--- config.mk ---
export PLATFORM = sky130hd
export DESIGN_NAME = dezigzag_buffer
export DESIGN_NICKNAME = d
export VERILOG_FILES = /design/src/rtl/dezigzag_buffer.sv
export SDC_FILE = /design/constraint.sdc
export NUM_CORES = 2
export LEC_CHECK = 0
export ABC_AREA = 1
export BUFFER_PORTS_ARGS = -buffer_cell sky130_fd_sc_hd__buf_2
export CELL_PAD_IN_SITES_DETAIL_PLACEMENT = 1
export CELL_PAD_IN_SITES_GLOBAL_PLACEMENT = 1
export CORE_MARGIN = 2
export CORE_UTILIZATION = 40
export CTS_BUF_LIST = sky130_fd_sc_hd__clkbuf_8
export DETAILED_ROUTE_END_ITERATION = 10
export GPL_ROUTABILITY_DRIVEN = 0
export HOLD_SLACK_MARGIN = 0.1
export PLACE_DENSITY_LB_ADDON = 0.25
export SYNTH_ARGS = -nofsm -noshare
export SYNTH_HDL_FRONTEND = slang
export SYNTH_SLANG_ARGS = --single-unit
--- constraint.sdc ---
create_clock -name clk_in -period 3.7 [get_ports clk_in]
set_input_delay 0.37 -clock clk_in [delete_from_list [all_inputs] [get_ports clk_in]]
set_output_delay 0.37 -clock clk_in [all_outputs]
set_load 0.03 [all_outputs]
--- src/rtl/dezigzag_buffer.sv ---
// Ping-pong 8x8 block buffer: zigzag-ordered coefficients in, one column per beat out; DEZIGZAG_EOB_EN adds eob_in.
// Latency: column 0 is presented one cycle after the edge that accepts a block's last coefficient.
// Backpressure: coeff_ready_out is low while the write bank still holds an unread block; columns hold while out_ready_in is low.
module dezigzag_buffer #(
    parameter int COEFF_W = 12
) (
    input  logic                 clk_in,
    input  logic                 rst_n_in,
    input  logic [COEFF_W-1:0]   coeff_in,
    input  logic                 coeff_valid_in,
`ifdef DEZIGZAG_EOB_EN
    input  logic                 eob_in,
`endif
    output logic                 coeff_ready_out,
    output logic [8*COEFF_W-1:0] column_out,
    output logic                 valid_out,
    input  logic                 out_ready_in,
    output logic [2:0]           column_idx_out
);

    // Zigzag index -> natural position {row, col}
    localparam logic [5:0] ZZ [64] = '{
        6'd0,  6'd1,  6'd8,  6'd16, 6'd9,  6'd2,  6'd3,  6'd10,
        6'd17, 6'd24, 6'd32, 6'd25, 6'd18, 6'd11, 6'd4,  6'd5,
        6'd12, 6'd19, 6'd26, 6'd33, 6'd40, 6'd48, 6'd41, 6'd34,
        6'd27, 6'd20, 6'd13, 6'd6,  6'd7,  6'd14, 6'd21, 6'd28,
        6'd35, 6'd42, 6'd49, 6'd56, 6'd57, 6'd50, 6'd43, 6'd36,
        6'd29, 6'd22, 6'd15, 6'd23, 6'd30, 6'd37, 6'd44, 6'd51,
        6'd58, 6'd59, 6'd52, 6'd45, 6'd38, 6'd31, 6'd39, 6'd46,
        6'd53, 6'd60, 6'd61, 6'd54, 6'd47, 6'd55, 6'd62, 6'd63
    };

    typedef enum logic {IDLE, EMIT} state_t;

    state_t               state;
    logic [COEFF_W-1:0]   mem [2][64];
    logic [1:0]           full;
    logic                 wr_bank;
    logic                 rd_bank;
    logic [5:0]           wr_idx;
    logic                 wr_fire;
    logic                 wr_last;
    logic                 rd_release;
    logic                 load_bank;
    logic [2:0]           load_col;
    logic [8*COEFF_W-1:0] load_data;

    assign coeff_ready_out = !full[wr_bank];
    assign wr_fire         = coeff_valid_in && coeff_ready_out;
    assign rd_release      = (state == EMIT) && out_ready_in && (column_idx_out == 3'd7);
`ifdef DEZIGZAG_EOB_EN
    assign wr_last = (wr_idx == 6'd63) || eob_in;
`else
    assign wr_last = (wr_idx == 6'd63);
`endif

    // Coefficient storage carries no reset: a bank is only read once marked full.
    always_ff @(posedge clk_in) begin
        if (wr_fire) begin
            mem[wr_bank][ZZ[wr_idx]] <= coeff_in;
        end
    end

`ifdef DEZIGZAG_EOB_EN
    logic [63:0] written [2];

    // The releasing bank and the filling bank always differ, so both updates coexist.
    always_ff @(posedge clk_in or negedge rst_n_in) begin
        if (!rst_n_in) begin
            written[0] <= '0;
            written[1] <= '0;
        end else begin
            if (rd_release) begin
                written[rd_bank] <= '0;
            end
            if (wr_fire) begin
                written[wr_bank][ZZ[wr_idx]] <= 1'b1;
            end
        end
    end
`endif

    // Next column to present: column 0 of the current bank from IDLE, column 0 of the
    // other bank after column 7, otherwise the following column of the current bank.
    always_comb begin
        load_bank = rd_bank;
        load_col  = column_idx_out + 3'd1;
        load_data = '0;
        if (state == IDLE) begin
            load_col = 3'd0;
        end else if (column_idx_out == 3'd7) begin
            load_bank = ~rd_bank;
            load_col  = 3'd0;
        end
        for (int r = 0; r < 8; r++) begin
            load_data[COEFF_W*r +: COEFF_W] = mem[load_bank][{3'(r), load_col}];
`ifdef DEZIGZAG_EOB_EN
            if (!written[load_bank][{3'(r), load_col}]) begin
                load_data[COEFF_W*r +: COEFF_W] = '0;
            end
`endif
        end
    end

    always_ff @(posedge clk_in or negedge rst_n_in) begin
        if (!rst_n_in) begin
            state          <= IDLE;
            full           <= 2'b00;
            wr_bank        <= 1'b0;
            rd_bank        <= 1'b0;
            wr_idx         <= 6'd0;
            valid_out      <= 1'b0;
            column_out     <= '0;
            column_idx_out <= 3'd0;
        end else begin
            if (wr_fire) begin
                if (wr_last) begin
                    full[wr_bank] <= 1'b1;
                    wr_idx        <= 6'd0;
                    wr_bank       <= ~wr_bank;
                end else begin
                    wr_idx <= wr_idx + 6'd1;
                end
            end
            case (state)
                IDLE: begin
                    if (full[rd_bank]) begin
                        state          <= EMIT;
                        valid_out      <= 1'b1;
                        column_out     <= load_data;
                        column_idx_out <= 3'd0;
                    end
                end
                EMIT: begin
                    if (out_ready_in) begin
                        if (column_idx_out == 3'd7) begin
                            full[rd_bank]  <= 1'b0;
                            rd_bank        <= ~rd_bank;
                            column_idx_out <= 3'd0;
                            // A block already waiting in the other bank follows with no bubble.
                            if (full[~rd_bank]) begin
                                column_out <= load_data;
                            end else begin
                                state     <= IDLE;
                                valid_out <= 1'b0;
                            end
                        end else begin
                            column_out     <= load_data;
                            column_idx_out <= column_idx_out + 3'd1;
                        end
                    end
                end
                default: state <= IDLE;
            endcase
        end
    end

endmodule

==> out/metrics.cfg <==
[cts]
cts_setup_buffers=0
clk_latency_ns=1.00
cts.sinks=1647
clockRootBuffer=clkbuf_8
clk_pin_slew_ns=0.05
h-tree-depth=5
cts_buffers=302
cts_tree=yes
clockBufferDepth=4

[synth]
synthCells=6418
ys_types=34
synth_nets=6454
syn_avg_cell_area_um2=10.9
synth_area_leaders=edfxtp_1, nand2_1, nand3_1
synth_area_mm2=0.0700
ys_warn_count=0
synth_top_cell_area_share_pct=65.9
ys_seq_area_share_pct=69.8
ys_ff_latch=1647
synth_area_leader_cell=edfxtp_1

[setup_path]
crit_fanout=12
cp-end-kind=register
ff2ff_path_depth=11
required_ns=4.35
crit_type=register to register
cp.arrival_ns=3.90
cp-start-kind=register

[timing]
fmax_mhz=308
rsz0062_at_grt=false
finalSetupTns_ns=0
fin_skew_ns=0.0600
fin_crit_sh_pct=87.6
hold_viol=0
drv_slew=0
tightest_slew_ns=1.08
period_minus_slack_ns=3.24
setup_viol=0
slew_headroom_pct=28.3

[grt]
antenna_found_initial=3
grt_max_degree=143
first_global_vias=50000
grt.total_usage_pct=23.0
grt_pass1_wl_um=311000
grt.overflow.total=0

[placement]
io_buffers=116
dp_hpwl_um=125000

[power]
power_mw=73.8
p_leak_nw=33.0
ir_drop_uv=1080
power_density_mw_per_mm2=924

[layout]
multi_input_area_mm2=0.0157
fin_util_pct=45.9
most-common-layout-cells=nand2_1, edfxtp_1, inv_1, nand3_1, clkbuf_8
final_common_cell=nand2_1
nNetsFinal=6789
num-fill-cells=19000
final-seq-area_mm2=0.0489
area_delta_synth_final_pct=14.1
drive_gt1_share_pct=11.3

[detailed_routing]
ant_nets=0
drc=0
via_count=47900
first_iter_violations=3557
wl_per_cell_um=22.2
via_per_inst=5.16
firstDrtPassIters=5
wl_um=206000

[floorplanning]
core_mm2=0.174
pin_count=117
die-area_mm2=0.178
rows=153
initial_core_util_pct=40.3
fp.dieH_um=422
dieWidth_um=422

[job]
max_cap_viol_count=0

[run_status]
outcome=finished, final reports clean

[hold_path]
hp-class=input port to register
whs_path_depth=3

-- metrics by stage --
| step | instance area [um2] | cells | hold slack, ns | setup slack, ns |
|---|---|---|---|---|
| after global routing | 79900 | 9274 | 0.200 | 0.288 |
| after global placement | 74500 | 8757 | 0.436 | 0.526 |
| after CTS | 79900 | 9272 | 0.144 | 0.509 |
| final | 79900 | 9275 | 0.248 | 0.458 |
| after detailed placement | 74500 | 8757 | 0.438 | 0.529 |
| after floorplan | 70000 | 6418 | 0.0744 | 0.623 |
-- kinds of logic after synthesis --
kind of cell / after synthesis / share of synthesized area (%)
xor gates and xnor gates: 2 / 0.0250
AOI/OAI and AO/OA: 615 / 5.11
DFF: 1647 / 69.8
buffers and inverters: 1365 / 7.84
and+or+nand+nor: 2769 / 16.8
adders and majority gates: 20 / 0.357
-- path summary, 6_finish.rpt --
| kind | startpoint | to | slack [ns] |
|---|---|---|---|
| min in group asynchronous | rst_n_in | column_out[39] | 0.51 |
| max in group asynchronous | rst_n_in | column_out[52] | 2.41 |
| worst min-delay path | out_ready_in | state | 0.25 |
| worst min register to register | column_out[28] | column_out[28] | 0.47 |
| worst max-delay path | wr_idx[1] | mem[0][329] | 0.46 |
| worst max register to register | wr_idx[1] | mem[0][329] | 0.46 |
-- what timing repair did --
action	in CTS	in global routing
gates resized for setup	0	0
endpoints found under the hold margin	857	0
hold buffers	17	0
-- sequential cells by signal, summed over array words and instances (netlist names) --
name,cells
valid_out,1
mem,1536
full,2
rd_bank,1
column_idx_out,3
column_out,96
wr_idx,6
state,1
wr_bank,1
-- cells in the mapped netlist, drive strengths merged --
| master | instances |
|---|---|
| nand2 | 1661 |
| edfxtp | 1536 |
| inv | 998 |
| nand3 | 932 |
| buf | 256 |
| a21oi | 208 |
| o21ai | 207 |
| o211ai | 194 |
| nor2 | 158 |
| dfrtp | 111 |
| clkbuf | 110 |
| ha | 20 |
| nor3 | 14 |
| nand4 | 3 |
| o22ai | 3 |
| a22oi | 2 |
| xor2 | 2 |
| a31oi | 1 |
| clkinv | 1 |
| or2 | 1 |
-- layer usage --
| layer | GRT usage, % | vias up | routed length, um |
|---|---|---|---|
| li1 | - | 22200 | - |
| met3 | 3.19 | 366 | 9180 |
| met5 | 0 | - | 0 |
| met1 | 30.8 | 24200 | 91200 |
| met2 | 38.6 | 1146 | 99800 |
| met4 | 7.10 | 0 | 5650 |
-- power breakdown --
| part | internal, mW | leakage [nW] | switching (mW) | total [mW] |
|---|---|---|---|---|
| logic | 9.62 | 14.8 | 26.5 | 36.1 |
| clock network | 8.09 | 3.06 | 7.37 | 15.5 |
| registers | 21.7 | 15.2 | 0.519 | 22.2 |
-- final cells by class --
cell class                 instances  area share, %
inverter                         999           4.73
clock buffer                     320           5.51
sequential                      1647           61.2
tap                             2325           3.64
antenna                            3        0.00940
multi-input combinational       3406           19.7
timing repair buffer             397           4.21
clock inverter                   178          0.971
-- critical path, stage by stage, from the launching register on --
cell	delay, ns
dfrtp_1	0.53
inv_1	0.11
buf_4	0.19
ha_1	0.22
o21ai_1	0.16
nand2_1	0.08
nand3_1	0.09
nand3_1	0.12
nand2_4	0.20
nand4_1	0.58
nor3_1	0.38
buf_4	0.27
Note: power is estimated with default switching activity, not from simulation.
